===== src/rtl/cdma_half_launcher_if.sv =====
// AXI4-Lite bus between the half launcher (master) and the AXI CDMA register file (slave).
interface cdma_half_launcher_if #(
  parameter int ADDR_WIDTH = 32,
  parameter int DATA_WIDTH = 32
);
  logic [ADDR_WIDTH-1:0]   awaddr;
  logic                    awvalid;
  logic                    awready;
  logic [DATA_WIDTH-1:0]   wdata;
  logic [DATA_WIDTH/8-1:0] wstrb;
  logic                    wvalid;
  logic                    wready;
  logic [1:0]              bresp;
  logic                    bvalid;
  logic                    bready;
  logic [ADDR_WIDTH-1:0]   araddr;
  logic                    arvalid;
  logic                    arready;
  logic [DATA_WIDTH-1:0]   rdata;
  logic [1:0]              rresp;
  logic                    rvalid;
  logic                    rready;

  modport master (
    output awaddr, awvalid, wdata, wstrb, wvalid, bready, araddr, arvalid, rready,
    input  awready, wready, bresp, bvalid, arready, rdata, rresp, rvalid
  );

  modport slave (
    input  awaddr, awvalid, wdata, wstrb, wvalid, bready, araddr, arvalid, rready,
    output awready, wready, bresp, bvalid, arready, rdata, rresp, rvalid
  );
endinterface


===== src/rtl/cdma_half_launcher.sv =====
// Turns each toggle of the capture half-complete flag into one AXI CDMA copy of that
// BRAM half into a DDR ring, then polls CDMA status until idle.
module cdma_half_launcher #(
  parameter logic [31:0] CDMA_BASE  = 32'h7E20_0000,
  parameter logic [31:0] DST_BASE   = 32'h1000_0000,
  parameter logic [31:0] DST_SIZE   = 32'h0100_0000,
  parameter logic [31:0] HALF_BYTES = 32'h0004_0000,
  parameter int          ADDR_WIDTH = 32,
  parameter int          DATA_WIDTH = 32
) (
  input  logic                 m00_axi_aclk,
  input  logic                 m00_axi_areset,
  input  logic                 half_in,
  input  logic [31:0]          src_addr_in,
  output logic                 busy,
  output logic                 done,
  output logic                 err,
  output logic                 overrun,
  output logic [15:0]          xfer_count,
  cdma_half_launcher_if.master m00_axi
);

  localparam logic [31:0] OFS_SR  = 32'h0000_0004;
  localparam logic [31:0] OFS_SA  = 32'h0000_0018;
  localparam logic [31:0] OFS_DA  = 32'h0000_0020;
  localparam logic [31:0] OFS_BTT = 32'h0000_0028;
  localparam logic [31:0] DST_END = DST_BASE + DST_SIZE;

  typedef enum logic [2:0] {
    S_IDLE   = 3'd0,
    S_WR_SA  = 3'd1,
    S_WR_DA  = 3'd2,
    S_WR_BTT = 3'd3,
    S_POLL   = 3'd4,
    S_FINISH = 3'd5,
    S_ERR    = 3'd6
  } state_t;

  state_t                  state_q, state_d;
  logic                    half_q;
  logic                    slot_valid_q, slot_valid_d;
  logic [31:0]             slot_addr_q, slot_addr_d;
  logic [31:0]             dst_q, dst_d;
  logic                    busy_q, busy_d;
  logic                    done_q, done_d;
  logic                    err_q, err_d;
  logic                    overrun_q, overrun_d;
  logic [15:0]             xfer_count_q, xfer_count_d;
  logic                    awvalid_q, awvalid_d;
  logic [ADDR_WIDTH-1:0]   awaddr_q, awaddr_d;
  logic                    wvalid_q, wvalid_d;
  logic [DATA_WIDTH-1:0]   wdata_q, wdata_d;
  logic                    bready_q, bready_d;
  logic                    arvalid_q, arvalid_d;
  logic                    rready_q, rready_d;

  logic                    edge_s;
  logic                    b_hs_s;
  logic                    r_hs_s;
  logic                    rd_err_s;
  logic [31:0]             dst_inc_s;

  assign edge_s    = half_in ^ half_q;
  assign b_hs_s    = m00_axi.bvalid && bready_q;
  assign r_hs_s    = m00_axi.rvalid && rready_q;
  assign rd_err_s  = (m00_axi.rresp != 2'b00) || (m00_axi.rdata[6:4] != 3'b000);
  assign dst_inc_s = dst_q + HALF_BYTES;

  // Pending-request slot: one half may wait while a transfer is running; further edges overrun.
  always_comb begin
    slot_valid_d = slot_valid_q;
    slot_addr_d  = slot_addr_q;
    overrun_d    = overrun_q;
    if ((state_q == S_IDLE) && slot_valid_q) begin
      slot_valid_d = 1'b0;
    end else begin
      slot_valid_d = slot_valid_q;
    end
    if (edge_s) begin
      if (slot_valid_q) begin
        overrun_d = 1'b1;
      end else begin
        slot_valid_d = 1'b1;
        slot_addr_d  = src_addr_in;
      end
    end else begin
      overrun_d = overrun_q;
    end
  end

  // Request-side registers: flag history and pending slot.
  always_ff @(posedge m00_axi_aclk or posedge m00_axi_areset) begin
    if (m00_axi_areset) begin
      half_q       <= 1'b0;
      slot_valid_q <= 1'b0;
      slot_addr_q  <= 32'h0000_0000;
      overrun_q    <= 1'b0;
    end else begin
      half_q       <= half_in;
      slot_valid_q <= slot_valid_d;
      slot_addr_q  <= slot_addr_d;
      overrun_q    <= overrun_d;
    end
  end

  // Sequencer state register.
  always_ff @(posedge m00_axi_aclk or posedge m00_axi_areset) begin
    if (m00_axi_areset) begin
      state_q <= S_IDLE;
    end else begin
      state_q <= state_d;
    end
  end

  // Sequencer next state: three register writes, status polling, then finish or error.
  always_comb begin
    state_d = state_q;
    case (state_q)
      S_IDLE: begin
        if (slot_valid_q) begin
          state_d = S_WR_SA;
        end else begin
          state_d = S_IDLE;
        end
      end
      S_WR_SA, S_WR_DA, S_WR_BTT: begin
        if (b_hs_s) begin
          if (m00_axi.bresp != 2'b00) begin
            state_d = S_ERR;
          end else if (state_q == S_WR_SA) begin
            state_d = S_WR_DA;
          end else if (state_q == S_WR_DA) begin
            state_d = S_WR_BTT;
          end else begin
            state_d = S_POLL;
          end
        end else begin
          state_d = state_q;
        end
      end
      S_POLL: begin
        if (r_hs_s) begin
          if (rd_err_s) begin
            state_d = S_ERR;
          end else if (m00_axi.rdata[1]) begin
            state_d = S_FINISH;
          end else begin
            state_d = S_POLL;
          end
        end else begin
          state_d = S_POLL;
        end
      end
      S_FINISH: state_d = S_IDLE;
      S_ERR:    state_d = S_ERR;
      default:  state_d = S_IDLE;
    endcase
  end

  // Sequencer outputs: bus valids/readies and status, loaded on the transition into each state
  // so that every output comes straight from a flop.
  always_comb begin
    busy_d       = busy_q;
    done_d       = 1'b0;
    err_d        = err_q;
    xfer_count_d = xfer_count_q;
    dst_d        = dst_q;
    awaddr_d     = awaddr_q;
    wdata_d      = wdata_q;
    bready_d     = bready_q;
    rready_d     = rready_q;
    awvalid_d    = awvalid_q && !m00_axi.awready;
    wvalid_d     = wvalid_q && !m00_axi.wready;
    arvalid_d    = arvalid_q && !m00_axi.arready;
    if (state_d != state_q) begin
      case (state_d)
        S_WR_SA: begin
          busy_d    = 1'b1;
          awvalid_d = 1'b1;
          wvalid_d  = 1'b1;
          bready_d  = 1'b1;
          awaddr_d  = ADDR_WIDTH'(CDMA_BASE + OFS_SA);
          wdata_d   = DATA_WIDTH'(slot_addr_q);
        end
        S_WR_DA: begin
          awvalid_d = 1'b1;
          wvalid_d  = 1'b1;
          awaddr_d  = ADDR_WIDTH'(CDMA_BASE + OFS_DA);
          wdata_d   = DATA_WIDTH'(dst_q);
        end
        S_WR_BTT: begin
          awvalid_d = 1'b1;
          wvalid_d  = 1'b1;
          awaddr_d  = ADDR_WIDTH'(CDMA_BASE + OFS_BTT);
          wdata_d   = DATA_WIDTH'(HALF_BYTES);
        end
        S_POLL: begin
          awvalid_d = 1'b0;
          wvalid_d  = 1'b0;
          bready_d  = 1'b0;
          arvalid_d = 1'b1;
          rready_d  = 1'b1;
        end
        S_FINISH: begin
          arvalid_d    = 1'b0;
          rready_d     = 1'b0;
          done_d       = 1'b1;
          busy_d       = 1'b0;
          xfer_count_d = xfer_count_q + 16'd1;
          dst_d        = (dst_inc_s == DST_END) ? DST_BASE : dst_inc_s;
        end
        S_ERR: begin
          awvalid_d = 1'b0;
          wvalid_d  = 1'b0;
          bready_d  = 1'b0;
          arvalid_d = 1'b0;
          rready_d  = 1'b0;
          err_d     = 1'b1;
          busy_d    = 1'b1;
        end
        default: begin
          busy_d = busy_q;
        end
      endcase
    end else if ((state_q == S_POLL) && r_hs_s) begin
      // Status not yet idle: issue the next read straight away.
      arvalid_d = 1'b1;
    end else begin
      done_d = 1'b0;
    end
  end

  // Output and bus registers; every valid clears asynchronously on reset.
  always_ff @(posedge m00_axi_aclk or posedge m00_axi_areset) begin
    if (m00_axi_areset) begin
      dst_q        <= DST_BASE;
      busy_q       <= 1'b0;
      done_q       <= 1'b0;
      err_q        <= 1'b0;
      xfer_count_q <= 16'h0000;
      awvalid_q    <= 1'b0;
      awaddr_q     <= '0;
      wvalid_q     <= 1'b0;
      wdata_q      <= '0;
      bready_q     <= 1'b0;
      arvalid_q    <= 1'b0;
      rready_q     <= 1'b0;
    end else begin
      dst_q        <= dst_d;
      busy_q       <= busy_d;
      done_q       <= done_d;
      err_q        <= err_d;
      xfer_count_q <= xfer_count_d;
      awvalid_q    <= awvalid_d;
      awaddr_q     <= awaddr_d;
      wvalid_q     <= wvalid_d;
      wdata_q      <= wdata_d;
      bready_q     <= bready_d;
      arvalid_q    <= arvalid_d;
      rready_q     <= rready_d;
    end
  end

  assign busy       = busy_q;
  assign done       = done_q;
  assign err        = err_q;
  assign overrun    = overrun_q;
  assign xfer_count = xfer_count_q;

  assign m00_axi.awaddr  = awaddr_q;
  assign m00_axi.awvalid = awvalid_q;
  assign m00_axi.wdata   = wdata_q;
  assign m00_axi.wstrb   = {(DATA_WIDTH/8){1'b1}};
  assign m00_axi.wvalid  = wvalid_q;
  assign m00_axi.bready  = bready_q;
  assign m00_axi.araddr  = ADDR_WIDTH'(CDMA_BASE + OFS_SR);
  assign m00_axi.arvalid = arvalid_q;
  assign m00_axi.rready  = rready_q;

endmodule

===== src/flat_wrapper.sv =====
// flat-port wrapper written by rule: the top's interface ports become plain ports
module cdma_half_launcher_flat 
#(
  parameter logic [31:0] CDMA_BASE  = 32'h7E20_0000,
  parameter logic [31:0] DST_BASE   = 32'h1000_0000,
  parameter logic [31:0] DST_SIZE   = 32'h0100_0000,
  parameter logic [31:0] HALF_BYTES = 32'h0004_0000,
  parameter int          ADDR_WIDTH = 32,
  parameter int          DATA_WIDTH = 32
)
  (m00_axi_aclk, m00_axi_areset, half_in, src_addr_in, busy, done, err, overrun, xfer_count, m00_axi_awaddr, m00_axi_awvalid, m00_axi_wdata, m00_axi_wstrb, m00_axi_wvalid, m00_axi_bready, m00_axi_araddr, m00_axi_arvalid, m00_axi_rready, m00_axi_awready, m00_axi_wready, m00_axi_bresp, m00_axi_bvalid, m00_axi_arready, m00_axi_rdata, m00_axi_rresp, m00_axi_rvalid);
  cdma_half_launcher_if #(.ADDR_WIDTH(ADDR_WIDTH), .DATA_WIDTH(DATA_WIDTH)) m00_axi_i ();
  input  logic m00_axi_aclk;
  input  logic m00_axi_areset;
  input  logic half_in;
  input  logic [31:0] src_addr_in;
  output logic busy;
  output logic done;
  output logic err;
  output logic overrun;
  output logic [15:0] xfer_count;
  output wire logic [$bits(m00_axi_i.awaddr)-1:0] m00_axi_awaddr;
  output wire logic [$bits(m00_axi_i.awvalid)-1:0] m00_axi_awvalid;
  output wire logic [$bits(m00_axi_i.wdata)-1:0] m00_axi_wdata;
  output wire logic [$bits(m00_axi_i.wstrb)-1:0] m00_axi_wstrb;
  output wire logic [$bits(m00_axi_i.wvalid)-1:0] m00_axi_wvalid;
  output wire logic [$bits(m00_axi_i.bready)-1:0] m00_axi_bready;
  output wire logic [$bits(m00_axi_i.araddr)-1:0] m00_axi_araddr;
  output wire logic [$bits(m00_axi_i.arvalid)-1:0] m00_axi_arvalid;
  output wire logic [$bits(m00_axi_i.rready)-1:0] m00_axi_rready;
  input wire logic [$bits(m00_axi_i.awready)-1:0] m00_axi_awready;
  input wire logic [$bits(m00_axi_i.wready)-1:0] m00_axi_wready;
  input wire logic [$bits(m00_axi_i.bresp)-1:0] m00_axi_bresp;
  input wire logic [$bits(m00_axi_i.bvalid)-1:0] m00_axi_bvalid;
  input wire logic [$bits(m00_axi_i.arready)-1:0] m00_axi_arready;
  input wire logic [$bits(m00_axi_i.rdata)-1:0] m00_axi_rdata;
  input wire logic [$bits(m00_axi_i.rresp)-1:0] m00_axi_rresp;
  input wire logic [$bits(m00_axi_i.rvalid)-1:0] m00_axi_rvalid;
  assign m00_axi_awaddr = m00_axi_i.awaddr;
  assign m00_axi_awvalid = m00_axi_i.awvalid;
  assign m00_axi_wdata = m00_axi_i.wdata;
  assign m00_axi_wstrb = m00_axi_i.wstrb;
  assign m00_axi_wvalid = m00_axi_i.wvalid;
  assign m00_axi_bready = m00_axi_i.bready;
  assign m00_axi_araddr = m00_axi_i.araddr;
  assign m00_axi_arvalid = m00_axi_i.arvalid;
  assign m00_axi_rready = m00_axi_i.rready;
  assign m00_axi_i.awready = m00_axi_awready;
  assign m00_axi_i.wready = m00_axi_wready;
  assign m00_axi_i.bresp = m00_axi_bresp;
  assign m00_axi_i.bvalid = m00_axi_bvalid;
  assign m00_axi_i.arready = m00_axi_arready;
  assign m00_axi_i.rdata = m00_axi_rdata;
  assign m00_axi_i.rresp = m00_axi_rresp;
  assign m00_axi_i.rvalid = m00_axi_rvalid;
  cdma_half_launcher #(.CDMA_BASE(CDMA_BASE), .DST_BASE(DST_BASE), .DST_SIZE(DST_SIZE), .HALF_BYTES(HALF_BYTES), .ADDR_WIDTH(ADDR_WIDTH), .DATA_WIDTH(DATA_WIDTH)) u_core (.m00_axi_aclk(m00_axi_aclk), .m00_axi_areset(m00_axi_areset), .half_in(half_in), .src_addr_in(src_addr_in), .busy(busy), .done(done), .err(err), .overrun(overrun), .xfer_count(xfer_count), .m00_axi(m00_axi_i));
endmodule

===== config.mk =====
export PLATFORM = sky130hd
export DESIGN_NAME = cdma_half_launcher_flat
export DESIGN_NICKNAME = d
export VERILOG_FILES = /design/src/rtl/cdma_half_launcher_if.sv /design/src/rtl/cdma_half_launcher.sv /design/src/flat_wrapper.sv
export SDC_FILE = /design/constraint.sdc
export NUM_CORES = 1
export LEC_CHECK = 0
export CAP_MARGIN = 20
export CELL_PAD_IN_SITES_DETAIL_PLACEMENT = 2
export CELL_PAD_IN_SITES_GLOBAL_PLACEMENT = 2
export CORE_MARGIN = 2
export CORE_UTILIZATION = 25
export CTS_BUF_LIST = sky130_fd_sc_hd__clkbuf_4 sky130_fd_sc_hd__clkbuf_8
export DETAILED_ROUTE_END_ITERATION = 6
export GPL_ROUTABILITY_DRIVEN = 0
export PLACE_DENSITY_LB_ADDON = 0.1
export SETUP_SLACK_MARGIN = 0.05
export SLEW_MARGIN = 20
export SYNTH_ARGS = -nofsm -noshare
export SYNTH_HDL_FRONTEND = slang
export SYNTH_SLANG_ARGS = --single-unit

===== constraint.sdc =====
create_clock -name m00_axi_aclk -period 3.8 [get_ports m00_axi_aclk]
set_input_delay 0.95 -clock m00_axi_aclk [delete_from_list [all_inputs] [get_ports m00_axi_aclk]]
set_output_delay 0.95 -clock m00_axi_aclk [all_outputs]
set_load 0.02 [all_outputs]

==> results.md <==
* Clock root cell: clkbuf_8
* Run status: finished, final reports clean
* Sum Neg Setup Slack at 0 ns
* Tcrit/Tclk final at 0.727
* Clk sinks at 112
* # rows at 53
* Arrival time worst endpoint at 3.07 ns
* Total power at 2.24 mW
* PortBufs at 114
* First-pass GRT wire length at 22600 um
* Initial antenna violation count at 0
* Worst Tran Pin Value at 0.902 ns
* Post-synthesis cell area at 0.00528 sq mm
* Synth warnings at 0
* Worst path most repeated cell: or4_4
* Layout Nets at 649
* Post-DR vias/cell at 4.38
* Syn avg cell area at 11.4 sq um
* Crit-path cells: clkdlybuf4s50_1 -> or4_4 -> nor2_4 -> nand3_4 -> or4_4 -> nor2_2 -> xor2_1
* EDFF count, synth at 0
* CP max stage delay at 0.60 ns
* FILL cells at 2279
* Crit-path slowest cell: or4_4
* DIE AREA at 0.0223 sq mm
* WP buf/inv at 1
* Diode count at 0
* Clk_lat worst skew at 0.39 ns
* Initial Util at 0.253
* Inserted Clock Buffers at 9
* CP top delay family: simple AND/OR/NAND/NOR gates
* Largest fanout on the critical path at 6
* Power Dens Cells at 331 mW/mm^2
* Placed instance area at 0.00653 sq mm
* Asr flop ratio synth at 1.00
* TritonCTS clock tree: yes
* Detailed Route Iter0 Violations at 131
* Clock Skew at 0.00948 ns
* Unrepaired setup endpoints after global routing: no
* Die Ht at 149 um
* Worst EP required at 4.11 ns
* Crit. End Element: flop
* Bufs on Longest Clock Path at 2
* Share of cells above drive strength 1 at 0.130
* IO Count at 201
* Final Hold Vio Count at 0
* Minimum clock period at 2.76 ns
* Final Non-Filler Cells at 850
* FF+latch count, synth at 112
* Leakage power at 3.08 nW
* Max-cap viol count at 0
* Post-route cell area at 0.00676 sq mm
* Largest net degree at the start of global routing at 41
* WL/cell at 16.4 um
* Post-layout util at 0.324
* Worst VDD drop at 0.189 mV
* Worst min-delay path class: flop to flop
* Grt ovf at 0
* Yosys cell types at 51
* Setup violators final at 0
* Hpwl dp at 10000 um
* Worst rel slew slack at 0.398
* Placed cell count at 833
* Routed via count at 3723
* Gate Count Post-Synth at 465
* Share of the yosys chip area belonging to registers at 0.531
* Post-CTS Setup Repair Bufs at 0
* Critical path launch point type: primary input
* Post-CTS sizing at 0
* Die width at 149 um
* CTS Hold Bufs at 0
* GRT Util Overall at 0.130
* Area of the core at 0.0209 sq mm
* F_max at 0.362 GHz
* Drt pass-1 iters at 5
* DRC violations left at 0
* Clk slew on worst S/H paths at 0.11 ns
* Critical path class: primary input to flop
* Post-synth top flop: dfrtp_1
* Drt total wl at 13900 um
* Vias in the first global route at 4035
* Synthesis-to-finish area growth at 28.1%
* H-tree levels at 3
* Final ANT Viol Nets at 0
* Max-slew violation count at 0
==> worst paths after layout <==
kind / slack (ns) / from / end / depth (start not counted)
worst min register to register: 0.48 / u_core.overrun / u_core.overrun / 1
worst min-delay path: 0.48 / u_core.overrun / u_core.overrun / 1
worst max register to register: 1.43 / u_core.dst_q[18] / u_core.dst_q[19] / 7
max in group asynchronous: 2.00 / m00_axi_areset / u_core.dst_q[28] / 3
worst max-delay path: 1.04 / m00_axi_rdata[4] / u_core.xfer_count[12] / 7
min in group asynchronous: 1.08 / m00_axi_areset / u_core.xfer_count[11] / 2
==> flip-flops by register name, indices dropped and copies added, names as in the netlist <==
signal,count
u_core.m00_axi.wdata,32
u_core.slot_addr_q,32
u_core.xfer_count,16
u_core.dst_q,14
u_core.m00_axi.awaddr,4
u_core.state_q,3
u_core.busy,1
u_core.done,1
u_core.err,1
u_core.half_q,1
u_core.m00_axi.arvalid,1
u_core.m00_axi.awvalid,1
u_core.m00_axi.bready,1
u_core.m00_axi.rready,1
u_core.m00_axi.wvalid,1
u_core.overrun,1
u_core.slot_valid_q,1
==> metrics by stage <==
step	hold WS, ns	setup slack, ns
floorplan	0.469	1.21
global placement	0.455	0.610
detailed placement	0.460	0.600
CTS	0.486	1.03
global route	0.498	0.878
finish	0.478	1.04
==> metal layers <==
metal	vias up	global-route usage	wire length, um
met5	-	0	0
met4	0	0.0471	225
met3	13	0.0205	516
met2	93	0.219	7030
met1	1924	0.169	6150
li1	1693	-	-
==> logic make-up after synthesis <==
group,after synthesis,synth area share
xor+xnor,35,0.0580
other cells,2,0.00142
mux,31,0.0661
flops,112,0.531
buf+inv,110,0.125
simple gates,103,0.111
compound gates,69,0.101
fa+ha+maj,3,0.00711
==> Yosys cell counts (all sizes together), types with 6 or more instances <==
library cell / number / area share
nand2: 32 / 0.023
xnor2: 21 / 0.035
inv: 25 / 0.018
nor2: 21 / 0.018
nand3: 8 / 0.011
o21ai: 12 / 0.011
nor3: 6 / 0.0057
and3: 9 / 0.011
mux2: 31 / 0.066
xor2: 14 / 0.023
dfrtp: 111 / 0.53
a22o: 18 / 0.030
nand4: 7 / 0.0095
buf: 67 / 0.094
a21oi: 7 / 0.0066
clkbuf: 18 / 0.013
a222oi: 14 / 0.027
==> cell type report <==
class | instances | area [sq um] | area share
clock buffers | 10 | 138 | 0.0203
clock inverters | 6 | 75.1 | 0.0111
repair buffers | 123 | 1250 | 0.184
multi-input cells | 299 | 2060 | 0.304
inverters | 25 | 97.6 | 0.0144
flip-flops and latches | 112 | 2800 | 0.415
well taps | 275 | 344 | 0.0509
==> cells in the final DEF, fill, tap and decap left out, types with 2 or more instances in the layout <==
master           count
a22o_1              18
clkdlybuf4s50_1    114
o22ai_1              2
mux2_2              31
o21ai_0             12
or3_1                2
nor2b_1              2
nand2b_1             3
conb_1              58
nand2_1             32
nand3_1              6
nor3_1               6
inv_1               24
or4_4                3
and3_1               9
xnor2_1             21
a222oi_1            14
dfrtp_1            111
nor2_2               4
clkinvlp_4           2
buf_4                6
nor2_4               2
nand4_1              6
xor2_1              14
a21oi_1              7
inv_6                2
a41o_1               2
buf_12               3
clkbuf_8            10
ha_1                 3
a31oi_1              3
a21o_1               3
nor2_1              15
==> power by group <==
group          leakage, nW  switching, mW  internal (mW)  total [mW]
Combinational         1.51          0.101         0.0888       0.190
Clock                0.105          0.441          0.334       0.775
Sequential            1.46         0.0272           1.25        1.27
Total                 3.08          0.570           1.67        2.24
==> worst register-to-register path, delay by kind of cell (launching register included) <==
| kind | cells | cell delay [ns] |
|---|---|---|
| AOI/OAI and AO/OA | 3 | 0.45 |
| adders and majority gates | 1 | 0.31 |
| DFF | 1 | 0.50 |
| and+or+nand+nor | 3 | 0.99 |
(Power assumes the default switching activity.)
